$ cat src/rtl/reg_display_scanner_pkg.sv
// Shared constants for the register-value display scanner:
// hex-to-segment table, blanking values and digit-state encoding.
package reg_display_scanner_pkg;

  // Active-low "everything dark" values for the segment and anode buses.
  localparam logic [6:0] SEG_OFF = 7'b1111111;
  localparam logic [3:0] AN_OFF  = 4'b1111;

  // Active-low {g,f,e,d,c,b,a} patterns, entry n lights hex digit n.
  localparam logic [15:0][6:0] HEX_SEG = {
    7'b0001110,  // F
    7'b0000110,  // E
    7'b0100001,  // d
    7'b1000110,  // C
    7'b0000011,  // b
    7'b0001000,  // A
    7'b0010000,  // 9
    7'b0000000,  // 8
    7'b1111000,  // 7
    7'b0000010,  // 6
    7'b0010010,  // 5
    7'b0011001,  // 4
    7'b0110000,  // 3
    7'b0100100,  // 2
    7'b1111001,  // 1
    7'b1000000   // 0
  };

  // Which digit is currently being driven; D0 is the rightmost digit.
  typedef enum logic [1:0] {
    D0 = 2'd0,
    D1 = 2'd1,
    D2 = 2'd2,
    D3 = 2'd3
  } digit_state_t;

  function automatic logic [6:0] hex_to_seg(input logic [3:0] nib);
    return HEX_SEG[nib];
  endfunction

endpackage

$ cat src/rtl/reg_display_scanner_button_debouncer.sv
// Raw push-button conditioning: 2-FF synchroniser, stable-level debounce,
// and a one-cycle press pulse on each accepted 0->1 transition.
module button_debouncer #(
  parameter int DEBOUNCE_CYCLES = 1000000
) (
  input  logic clk,
  input  logic rst_n,
  input  logic btn_raw,
  output logic press
);
  localparam int CW = (DEBOUNCE_CYCLES > 1) ? $clog2(DEBOUNCE_CYCLES) : 1;
  localparam logic [CW-1:0] CNT_LAST = CW'(DEBOUNCE_CYCLES - 1);

  logic          sync1_q, sync2_q;
  logic          stable_q, stable_d;
  logic          pulse_q, pulse_d;
  logic [CW-1:0] cnt_q, cnt_d;

  // Accept a new level only after it has differed from the stable level long enough.
  always_comb begin
    stable_d = stable_q;
    cnt_d    = cnt_q;
    if (sync2_q == stable_q) begin
      cnt_d = '0;
    end else if (cnt_q == CNT_LAST) begin
      stable_d = sync2_q;
      cnt_d    = '0;
    end else begin
      cnt_d = cnt_q + CW'(1);
    end
    pulse_d = stable_d & ~stable_q;
  end

  // Synchroniser, debounce state and press-pulse registers.
  always_ff @(posedge clk or negedge rst_n) begin
    if (!rst_n) begin
      sync1_q  <= 1'b0;
      sync2_q  <= 1'b0;
      stable_q <= 1'b0;
      cnt_q    <= '0;
      pulse_q  <= 1'b0;
    end else begin
      sync1_q  <= btn_raw;
      sync2_q  <= sync1_q;
      stable_q <= stable_d;
      cnt_q    <= cnt_d;
      pulse_q  <= pulse_d;
    end
  end

  assign press = pulse_q;

endmodule

$ cat src/rtl/reg_display_scanner.sv
// Steps a 5-bit debug index (buttons or auto-advance) and shows the returned
// 16-bit value as four hex digits on a multiplexed 7-segment display.
module reg_display_scanner
  import reg_display_scanner_pkg::*;
#(
  parameter int DEBOUNCE_CYCLES = 1000000,
  parameter int REFRESH_CYCLES  = 100000,
  parameter int AUTO_CYCLES     = 100000000
) (
  input  logic        clk,
  input  logic        rst_n,
  input  logic        btn_next,
  input  logic        btn_prev,
  input  logic        auto_en,
  input  logic [15:0] number,
  output logic [4:0]  index,
  output logic [3:0]  an,
  output logic [6:0]  seg,
  output logic        dp
);
  localparam int AW = (AUTO_CYCLES > 1) ? $clog2(AUTO_CYCLES) : 1;
  localparam int RW = (REFRESH_CYCLES > 1) ? $clog2(REFRESH_CYCLES) : 1;
  localparam logic [AW-1:0] AUTO_LAST    = AW'(AUTO_CYCLES - 1);
  localparam logic [RW-1:0] REFRESH_LAST = RW'(REFRESH_CYCLES - 1);

  logic          next_pulse, prev_pulse;
  logic          auto_sync1_q, auto_sync2_q;
  logic [4:0]    index_q, index_d;
  logic [AW-1:0] auto_cnt_q, auto_cnt_d;
  digit_state_t  state_q;
  logic [RW-1:0] refresh_cnt_q;
  logic [15:0]   latch_q;
  logic [3:0]    an_q;
  logic [6:0]    seg_q;
  logic [1:0]    digit_sel;
  logic [3:0]    digit_nib;

  button_debouncer #(.DEBOUNCE_CYCLES(DEBOUNCE_CYCLES)) u_next_btn (
    .clk     (clk),
    .rst_n   (rst_n),
    .btn_raw (btn_next),
    .press   (next_pulse)
  );

  button_debouncer #(.DEBOUNCE_CYCLES(DEBOUNCE_CYCLES)) u_prev_btn (
    .clk     (clk),
    .rst_n   (rst_n),
    .btn_raw (btn_prev),
    .press   (prev_pulse)
  );

  // Next index: button presses win over auto-advance and restart the auto interval.
  always_comb begin
    index_d    = index_q;
    auto_cnt_d = '0;
    if (next_pulse && prev_pulse) begin
      auto_cnt_d = '0;
    end else if (next_pulse) begin
      index_d = index_q + 5'd1;
    end else if (prev_pulse) begin
      index_d = index_q - 5'd1;
    end else if (auto_sync2_q) begin
      if (auto_cnt_q == AUTO_LAST) begin
        index_d = index_q + 5'd1;
      end else begin
        auto_cnt_d = auto_cnt_q + AW'(1);
      end
    end
  end

  // auto_en synchroniser, index and auto-advance counter registers.
  always_ff @(posedge clk or negedge rst_n) begin
    if (!rst_n) begin
      auto_sync1_q <= 1'b0;
      auto_sync2_q <= 1'b0;
      index_q      <= '0;
      auto_cnt_q   <= '0;
    end else begin
      auto_sync1_q <= auto_en;
      auto_sync2_q <= auto_sync1_q;
      index_q      <= index_d;
      auto_cnt_q   <= auto_cnt_d;
    end
  end

  assign digit_sel = state_q;
  assign digit_nib = latch_q[{digit_sel, 2'b00} +: 4];

  // Digit scan FSM; anode and segment are registered together from the same state
  // and latch, and the latch only reloads on entry to D0 so a frame is coherent.
  always_ff @(posedge clk or negedge rst_n) begin
    if (!rst_n) begin
      state_q       <= D0;
      refresh_cnt_q <= '0;
      latch_q       <= '0;
      an_q          <= AN_OFF;
      seg_q         <= SEG_OFF;
    end else begin
      an_q  <= ~(4'b0001 << digit_sel);
      seg_q <= hex_to_seg(digit_nib);
      if (refresh_cnt_q == REFRESH_LAST) begin
        refresh_cnt_q <= '0;
        state_q       <= digit_state_t'(digit_sel + 2'd1);
        if (state_q == D3) begin
          latch_q <= number;
        end
      end else begin
        refresh_cnt_q <= refresh_cnt_q + RW'(1);
      end
    end
  end

  assign index = index_q;
  assign an    = an_q;
  assign seg   = seg_q;
  assign dp    = 1'b1;

endmodule
$ cat config.mk
export PLATFORM = sky130hd
export DESIGN_NAME = reg_display_scanner
export DESIGN_NICKNAME = d
export VERILOG_FILES = /design/src/rtl/reg_display_scanner_pkg.sv /design/src/rtl/reg_display_scanner_button_debouncer.sv /design/src/rtl/reg_display_scanner.sv
export SDC_FILE = /design/constraint.sdc
export NUM_CORES = 1
export LEC_CHECK = 0
export ABC_AREA = 1
export BUFFER_PORTS_ARGS = -buffer_cell sky130_fd_sc_hd__buf_4
export CAP_MARGIN = 10
export CORE_MARGIN = 10
export CORE_UTILIZATION = 35
export CTS_CLUSTER_SIZE = 28
export DETAILED_ROUTE_END_ITERATION = 8
export GPL_TIMING_DRIVEN = 0
export PLACE_DENSITY = 0.58
export SYNTH_ARGS = -nofsm -noshare
export SYNTH_HDL_FRONTEND = slang
export SYNTH_SLANG_ARGS = --single-unit
$ cat constraint.sdc
create_clock -name clk -period 1.5 [get_ports clk]
set_input_delay 0.075 -clock clk [delete_from_list [all_inputs] [get_ports clk]]
set_output_delay 0.075 -clock clk [all_outputs]
set_load 0.1 [all_outputs]
* After elaboration in Yosys (flattened, before gate mapping)
Memories as Yosys holds them, arrays and structs flattened. A register that Yosys moved wholly into a read port is not among the register bits. Index checks and enable logic that the tools add are counted.
Word-level totals: bits in registers 121, ROM bits 112, memories kept 1
Memory list:
- (no name shown) | depth 16, width 7, rd ports 1, clocked after memory_dff 1, write ports 0, line reg_display_scanner_pkg.sv:38 | return HEX_SEG[nib];
Operators by class: add/sub/neg operators 7, equal/unequal tests 7, shift-type cells 2, multiplexer cells 18, bitwise logic cells 6, reductions and logical operators 6
Operators with widths (count):
- $mux 27 | 5
- $mux 20 | 4
- $add 20x1->20 const B | 2
- $eq 20x20->1 const B | 2
- $add 27x1->27 const B | 1
- $eq 27x27->1 const B | 1
- $mux 5 | 4
- $add 17x1->17 const B | 1
- $eq 17x17->1 const B | 1
- $mux 17 | 1
- $shiftx 16x5->4 | 1
- $reduce_bool 3->1 | 2
- $add 5x1->5 const B | 1
- $sub 5x1->5 const B | 1
- $mux 1 | 4
- $not 4->4 | 1
- $shl 1x2->4 const A | 1
- $not 1->1 | 3
- $reduce_and 3->1 | 1
- $add 2x1->2 const B | 1
- $and 1x1->1 | 2
- $eq 1x1->1 | 2
- $eq 2x2->1 const B | 1
- $reduce_and 2->1 | 1
- other kinds (2) | 2

* Longest topological paths before layout
Gate-level depths: netlist (run 1).
depth after elaboration 6, gate-level depth with buffers 10

* Modules after synthesis
Synthesis (run 1) repeated with hierarchy kept, for this count alone.
Second synthesis, totals: cell total of the unflattened synthesis 908, area total of the unflattened synthesis 7248.2 um^2
By module, submodules not included:
- reg_display_scanner | times used 1, cells each 574, area an instance 4458.0 um^2, seq. area each 2015.7 um^2
- button_debouncer | times used 2, cells each 167, area an instance 1395.1 um^2, seq. area each 600.6 um^2

* Worst setup path before layout (run 1)
No wires, ideal clock.
kind flip-flop to flip-flop, start register index_q[1], in the netlist index[1], end register index_q[4], in the netlist index[4], library setup time 67 ps, arrival 1953 ps, required time 1433 ps, setup slack -520 ps, cell stages (with the launch flop) 9, buffers on the path 0, cells stage by stage dfrtp_1 > ha_1 > nand3_1 > or2_2 > nand3b_1 > nand2_1 > inv_1 > nand3_1 > nand2_1
Between the ends: cells in the longest elaborated chain, start to end 5
RTL lines:
- start: declaration | line reg_display_scanner.sv:28 | logic [4:0] index_q, index_d;
- start signal: assignment | line reg_display_scanner.sv:81 | index_q <= index_d;
- $add 5x1->5 | line reg_display_scanner.sv:59, reg_display_scanner.sv:64
- $mux 5 | line reg_display_scanner.sv:63 | if (auto_cnt_q == AUTO_LAST) begin
- $mux 5 | line reg_display_scanner.sv:62 | end else if (auto_sync2_q) begin
- $mux 5 | line reg_display_scanner.sv:60 | end else if (prev_pulse) begin
- $mux 5 * | line reg_display_scanner.sv:58 | end else if (next_pulse) begin
Mark *: on every way between the ends. The rest lies on a longest branch, timed or not. The select of a mux whose other input is x is not followed. A chain may end at the register's enable or synchronous reset.

* Final worst setup path (run 1)
start register state_q[0], in the netlist digit_sel[0], end register seg_q[3], in the netlist seg[3]
Between the ends: cells in the longest elaborated chain, start to end 1
RTL lines:
- start: declaration | line reg_display_scanner.sv:30 | digit_state_t state_q;
- start signal: assignment | line reg_display_scanner.sv:103 | state_q <= digit_state_t'(digit_sel + 2'd1);
- $shiftx 16x5->4 | line reg_display_scanner.sv:87 | assign digit_nib = latch_q[{digit_sel, 2'b00} +: 4];
- end: declaration | line reg_display_scanner.sv:34 | logic [6:0] seg_q;
Every way passes these cells.

==> results of run 1 <==
sequential cells by signal (all words and copies together) (netlist names), 2 cells and up:
name and count:
auto_cnt_q 27, u_next_btn.cnt_q 20, u_prev_btn.cnt_q 20, refresh_cnt_q 17, latch_q 16, seg 7
index 5, an 4, digit_sel 2
through the flow:
step | setup WS (ns) | util [%] | total power (W) | hold WS [ns] | cell area, um^2
after floorplan | -0.00757 | - | 0.00377 | -0.221 | 6670
after global placement | -0.378 | 38.8 | 0.00392 | 0.185 | 7240
after detailed placement | -0.292 | 39.0 | 0.00394 | 0.131 | 7270
after CTS | -0.0608 | 45.9 | 0.00829 | 0.244 | 8550
after global routing | -0.170 | 49.4 | 0.00858 | 0.280 | 9210
final | -0.0959 | 49.4 | 0.00825 | 0.224 | 9210
layout make-up:
cell class                      count  area share, %
Multi-Input combinational cell    571           38.5
Sequential cell                   128           35.1
Timing Repair Buffer              107           10.4
Inverter                          123           5.27
Clock buffer                       22           5.04
Tap cell                          234           3.18
Clock inverter                     10           1.49
Buffer                              7          0.992
routing by layer:
metal	global-route usage (%)	share of wire (%)
met5	0	0
met4	4.59	1.6
met3	3.28	3.4
met2	19.9	49
met1	15.1	46
how the worst max path moves through the flow:
stage                          end  depth (start not counted)  slack (ns)             start
floorplan                 index[4]                          9      -0.008          index[0]
global placement          index[1]                          1       -0.38             rst_n
detailed placement      latch_q[1]                         10       -0.29  refresh_cnt_q[0]
CTS                         seg[3]                          9       -0.06      digit_sel[0]
global route        auto_cnt_q[26]                         10       -0.17     auto_cnt_q[1]
finish                      seg[3]                          9        -0.1      digit_sel[0]
cell families (layout without fill, tap and decap cells):
logic type | after synthesis | in the layout | share of synthesized area [%]
adders and majority gates | 16 | 16 | 3.02
AOI/OAI and AO/OA | 75 | 75 | 6.63
other | 1 | 1 | 0.0566
xor gates and xnor gates | 32 | 32 | 4.23
and+or+nand+nor | 447 | 447 | 29.6
DFF | 128 | 128 | 48.5
buffers and inverters | 130 | 269 | 7.93
timing repair:
| item | CTS | global route |
|---|---|---|
| gates resized for setup | 77 | 124 |
| setup buffers | 26 | 20 |
| setup endpoints to repair | 99 | 98 |
| cloned | 3 | 1 |
| hold buffers | 20 | 0 |
| hold endpoints to repair | 79 | 0 |
| pin swaps | 21 | 31 |
where the power goes:
part / internal (W) / leakage, nW / total, W / switching, W
logic: 0.000208 / 2.27 / 0.000508 / 0.000300
registers: 0.00350 / 1.62 / 0.00353 / 0.0000282
clock network: 0.00269 / 0.290 / 0.00421 / 0.00152
total: 0.00640 / 4.18 / 0.00825 / 0.00184
synth_stat cells, drive strengths merged, types with 2 or more instances:
| master | count | share of area (%) |
|---|---|---|
| dfstp | 11 | 4.4 |
| inv | 122 | 6.9 |
| nand3 | 58 | 4.8 |
| nor2 | 147 | 8.6 |
| nand4 | 15 | 1.4 |
| and2 | 2 | 0.19 |
| dfrtp | 117 | 44 |
| nand3b | 4 | 0.45 |
| nor3b | 3 | 0.34 |
| nor3 | 27 | 2.4 |
| xnor2 | 10 | 1.3 |
| a21oi | 35 | 2.6 |
| or2 | 3 | 0.28 |
| nand2 | 186 | 11 |
| o21ai | 36 | 3.5 |
| buf | 7 | 0.94 |
| ha | 16 | 3.0 |
| xor2 | 22 | 2.9 |
==> reports/metrics.csv, run 1 <==
metric;value;unit
grt_pass1_wl;25.0;mm
crit_type;reg -> reg;
cts_tree;done;
slowest_delay;0.46;ns
critPathTopFamily;flip-flops;
status;complete, but fails checks;
crit_required;1.85;ns
clock_sinks;128;
violations;negative setup slack;
crit_arrival;1.94;ns
fp-row-count;50;
start_kind;register;
fmax;627;MHz
die_y;158;um
reg2reg_from;digit_sel[0];
async_reset_ff_share;100;%
start_util;35.6;%
rr_endpoint;seg[3];
cp_num_buf_inv;2;
ir_drop;0.000797;V
crit_slowest_cell;dfrtp_2;
drt_iter0_markers;228;
reg2regPathDepth;9;
fin_skew;0.00942;ns
fin_crit;1.60;ns
setup_tns;-3.02;ns
ys.flop_type;dfrtp_1;
rsz0062_at_grt;yes;
insertion_delay;0.42;ns
tightest_slew;0.669;ns
power.density;896;nW/um^2
post_drt_wl_per_cell;12.4;um
numCtsBuffers;17;
p_leak;4.18;nW
vias_per_cell;4.63;
htree_levels;4;
numPortBuffers;36;
path_max_fanout;5;
drive_above_1_share;33.0;%
synth.distinct_cells;38;
maxSlewViolCount;0;
die_w;158;um
final_cell_mix;138 x nand2_1, 110 x dfrtp_1, 108 x nor2_1, 102 x inv_1, 71 x buf_4;
hold_class;in -> async;
path_clk_slew;0.06;ns
syn_area_per_cell;7.99;um^2
synth_edf_count;0;
n_antenna_cell;0;
ys_warn_count;0;
first_global_vias;5422;
area_growth;38.9;%
finalCritPeriodShare;106;%
synth_fp_nets;866;
grt-ovfl-total;0;
antenna_found_initial;0;
clockBufferDepth;2;
maxCapViolations;0;
drt.antenna.violating_nets;0;
synth_seq_cells;128;
place.gp.congestion;0.843;
endpoint_kind;register;
grt_max_degree;71;
clockRootBuffer;clkbuf_16;
stdcell_count;1202;
coreArea;18600;um^2
placed_cells;1100;
fin_ws;-0.0959;ns
ff_latch_area;3230;um^2
worstPathCellList;buf_6 -> a21oi_4 -> o21ai_2 -> nand2_4 -> inv_6 -> ha_2 -> nand2_2 -> a21oi_2 -> a21o_1;
setup_viol;61;
hpwl;9.58;mm
fillCellCount;1746;
ys_seq_area_share;48.5;%
routed_wl;15.0;mm
final_common_cell;nand2_1;
fin_nets;992;
ff2ff_setup_slack;-0.1;ns
grt_use_total;12.2;%
netlist_instances;829;
synth_area;6630;um^2
drt-pass1-iter-count;4;
vias;5570;
drc;0;
hold_viol_final;0;
io-pin-count;38;
multi_input_area;3550;um^2
die-area;24800;um^2
slew_headroom;55.4;%
(Power assumes the default switching activity.)
==> inputs of run 2 (changes only) <==
--- a/config.mk
+++ b/config.mk
@@ -6,7 +6,7 @@
 export NUM_CORES = 1
 export LEC_CHECK = 0
 export ABC_AREA = 1
-export BUFFER_PORTS_ARGS = -buffer_cell sky130_fd_sc_hd__buf_4
+export BUFFER_PORTS_ARGS = -buffer_cell sky130_fd_sc_hd__buf_2
 export CAP_MARGIN = 10
 export CORE_MARGIN = 10
 export CORE_UTILIZATION = 35
==> run 2 against run 1 <==
Net effect: the flow still finishes with violations (negative setup slack); utilization rose by 0.28 points; register-to-register slack barely moved; count of clock-buffer cells in the layout fell by 1; clock power fell by 3%; critical path type unchanged.
==> reports/metrics.csv, run 2 (same netlist as run 1, synthesis figures left out) <==
metric;value;unit;change
crit_type;reg -> reg;;
grt_use_total;12.3;%;+0.12 points
setup_viol;58;;-4.9%
fp-row-count;50;;unchanged
status;complete, but fails checks;;
fmax;631;MHz;+0.77%
die_y;158;um;unchanged
fin_skew;0.00572;ns;-0.00370 ns
crit_arrival;1.95;ns;about the same
finalCritPeriodShare;106;%;-0.82 points
fin_area;9260;um^2;+0.56%
clockRootBuffer;clkbuf_16;;
n_antenna_cell;0;;unchanged
die-area;24800;um^2;unchanged
insertion_delay;0.42;ns;about the same
io-pin-count;38;;unchanged
antenna_found_initial;0;;unchanged
ir_drop;0.000828;V;+3.9%
hold_viol_final;0;;unchanged
hpwl;9.63;mm;+0.53%
crit_required;1.86;ns;about the same
tightest_slew;0.616;ns;-0.0526 ns
fillCellCount;1727;;-1.1%
final_cell_mix;132 x nand2_1, 109 x dfrtp_1, 101 x inv_1, 100 x nor2_1, 49 x buf_4;;
grt-ovfl-total;0;;unchanged
grt_max_degree;67;;-5.6%
endpoint_kind;register;;
maxSlewViolCount;0;;unchanged
place.gp.congestion;0.826;;-2.0%
utilization;49.7;%;+0.28 points
reg2regPathDepth;6;;-3
numCtsBuffers;17;;unchanged
vias;5671;;+1.8%
final_common_cell;nand2_1;;
hold_class;in -> async;;
vias_per_cell;4.66;;+0.64%
violations;negative setup slack;;
start_util;35.6;%;unchanged
routed_wl;15.4;mm;+3.1%
first_global_vias;5486;;+1.2%
start_kind;register;;
die_w;158;um;unchanged
largest_reg_flops;27;;unchanged
cts_tree;done;;
path_max_fanout;8;;+3
clock_sinks;128;;unchanged
dpl_cell_area;7180;um^2;-1.2%
slew_headroom;58.9;%;+3.5 points
fin_nets;1006;;+1.4%
power.density;872;nW/um^2;-2.7%
numPortBuffers;36;;unchanged
grt_pass1_wl;25.2;mm;+0.61%
path_clk_slew;0.06;ns;about the same
drc;0;;unchanged
drive_above_1_share;35.7;%;+2.8 points
p_leak;4.24;nW;+1.4%
htree_levels;4;;unchanged
drt_iter0_markers;283;;+24%
rsz0062_at_grt;yes;;
fin_crit;1.58;ns;-0.0122 ns
area_growth;39.7;%;
drt.antenna.violating_nets;0;;unchanged
top_regs;auto_cnt_q x27, u_next_btn.cnt_q x20, u_prev_btn.cnt_q x20;;
regMostFlops;auto_cnt_q;;
ff2ff_setup_slack;-0.08;ns;about the same
fin_ws;-0.0836;ns;+0.0122 ns
coreArea;18600;um^2;unchanged
post_drt_wl_per_cell;12.7;um;+1.9%
drt-pass1-iter-count;5;;+1
clockBufferDepth;2;;unchanged
maxCapViolations;0;;unchanged
## run 2: cell count changes in the layout (fill, tap and decap cells not counted), moves of 3 or more
| cell | before | now |
|---|---|---|
| buf_4 | 71 | 49 |
| clkinv_2 | 4 | 7 |
| nand2_4 | 18 | 23 |
| nor2_1 | 108 | 100 |
| nor3_2 | 3 | 6 |
| nand2_1 | 138 | 132 |
| o21ai_2 | 18 | 21 |
| nor2_4 | 14 | 11 |
| buf_2 | 0 | 35 |
| nor2_2 | 25 | 36 |
| nor3_1 | 20 | 17 |
## run 2: metal layers
| layer | GRT usage, % | routed length, um | up-vias | part of all wire (%) |
|---|---|---|---|---|
| met5 | 0 | 0 | - | 0 |
| met4 | 4.94 | 276 | 0 | 1.8 |
| met3 | 3.45 | 555 | 24 | 3.6 |
| met2 | 19.6 | 7530 | 79 | 49 |
| met1 | 15.4 | 7060 | 2674 | 46 |
| li1 | - | - | 2894 | - |
## run 2: what timing repair did
item / in CTS / in global routing
gates resized for setup: 71 / 153
pin swaps: 19 / 44
gates cloned: 2 / 3
endpoints found under the hold margin: 75 / 0
setup endpoints to repair: 99 / 99
hold buffers: 20 / 0
buffers inserted: 30 / 29
## run 2: stage by stage
stage / worst slack, ns / instances / total power (W) / setup TNS (ns) / hold WS, ns
2_1_floorplan: -0.00757 / 829 / 0.00377 / -0.00757 / -0.221
3_3_place_gp: -1.89 / 1099 / 0.00390 / -188.87 / 0.185
5_1_grt: -0.178 / 1216 / 0.00838 / -9.51 / 0.294
4_1_cts: -0.0601 / 1184 / 0.00811 / -0.753 / 0.232
3_5_place_dp: -0.293 / 1100 / 0.00392 / -12.34 / 0.114
6_report: -0.0836 / 1216 / 0.00807 / -2.70 / 0.216
## run 2: critical path: stages (launching register included)
cell and delay, ns:
dfrtp_2 0.44, buf_8 0.15, o21ai_2 0.18, nand2_4 0.11
ha_1 0.35, o21ai_2 0.17, a21o_1 0.13
## run 2: final timing paths
check,startpoint,end
max in group asynchronous,rst_n,index[0]
max,digit_sel[0],seg[3]
min,rst_n,latch_q[15]
max reg2reg,digit_sel[0],seg[3]
min reg2reg,u_next_btn.sync1_q,u_next_btn.sync2_q
min in group clk,btn_prev,u_prev_btn.sync1_q
## run 2: cell type report
| class | count | area [um^2] | area share, % |
|---|---|---|---|
| Multi-Input combinational cell | 571 | 3590 | 38.7 |
| Sequential cell | 128 | 3230 | 34.9 |
| Timing Repair Buffer | 121 | 986 | 10.7 |
| Tap cell | 234 | 293 | 3.16 |
| Clock buffer | 21 | 470 | 5.08 |
| Buffer | 7 | 91.3 | 0.987 |
| Clock inverter | 11 | 113 | 1.22 |
| Inverter | 123 | 485 | 5.24 |
## run 2: where the power goes
part	switching [W]	leakage, nW	internal, W
logic	0.000294	2.33	0.000184
clock network	0.00151	0.284	0.00256
registers	0.0000272	1.62	0.00350
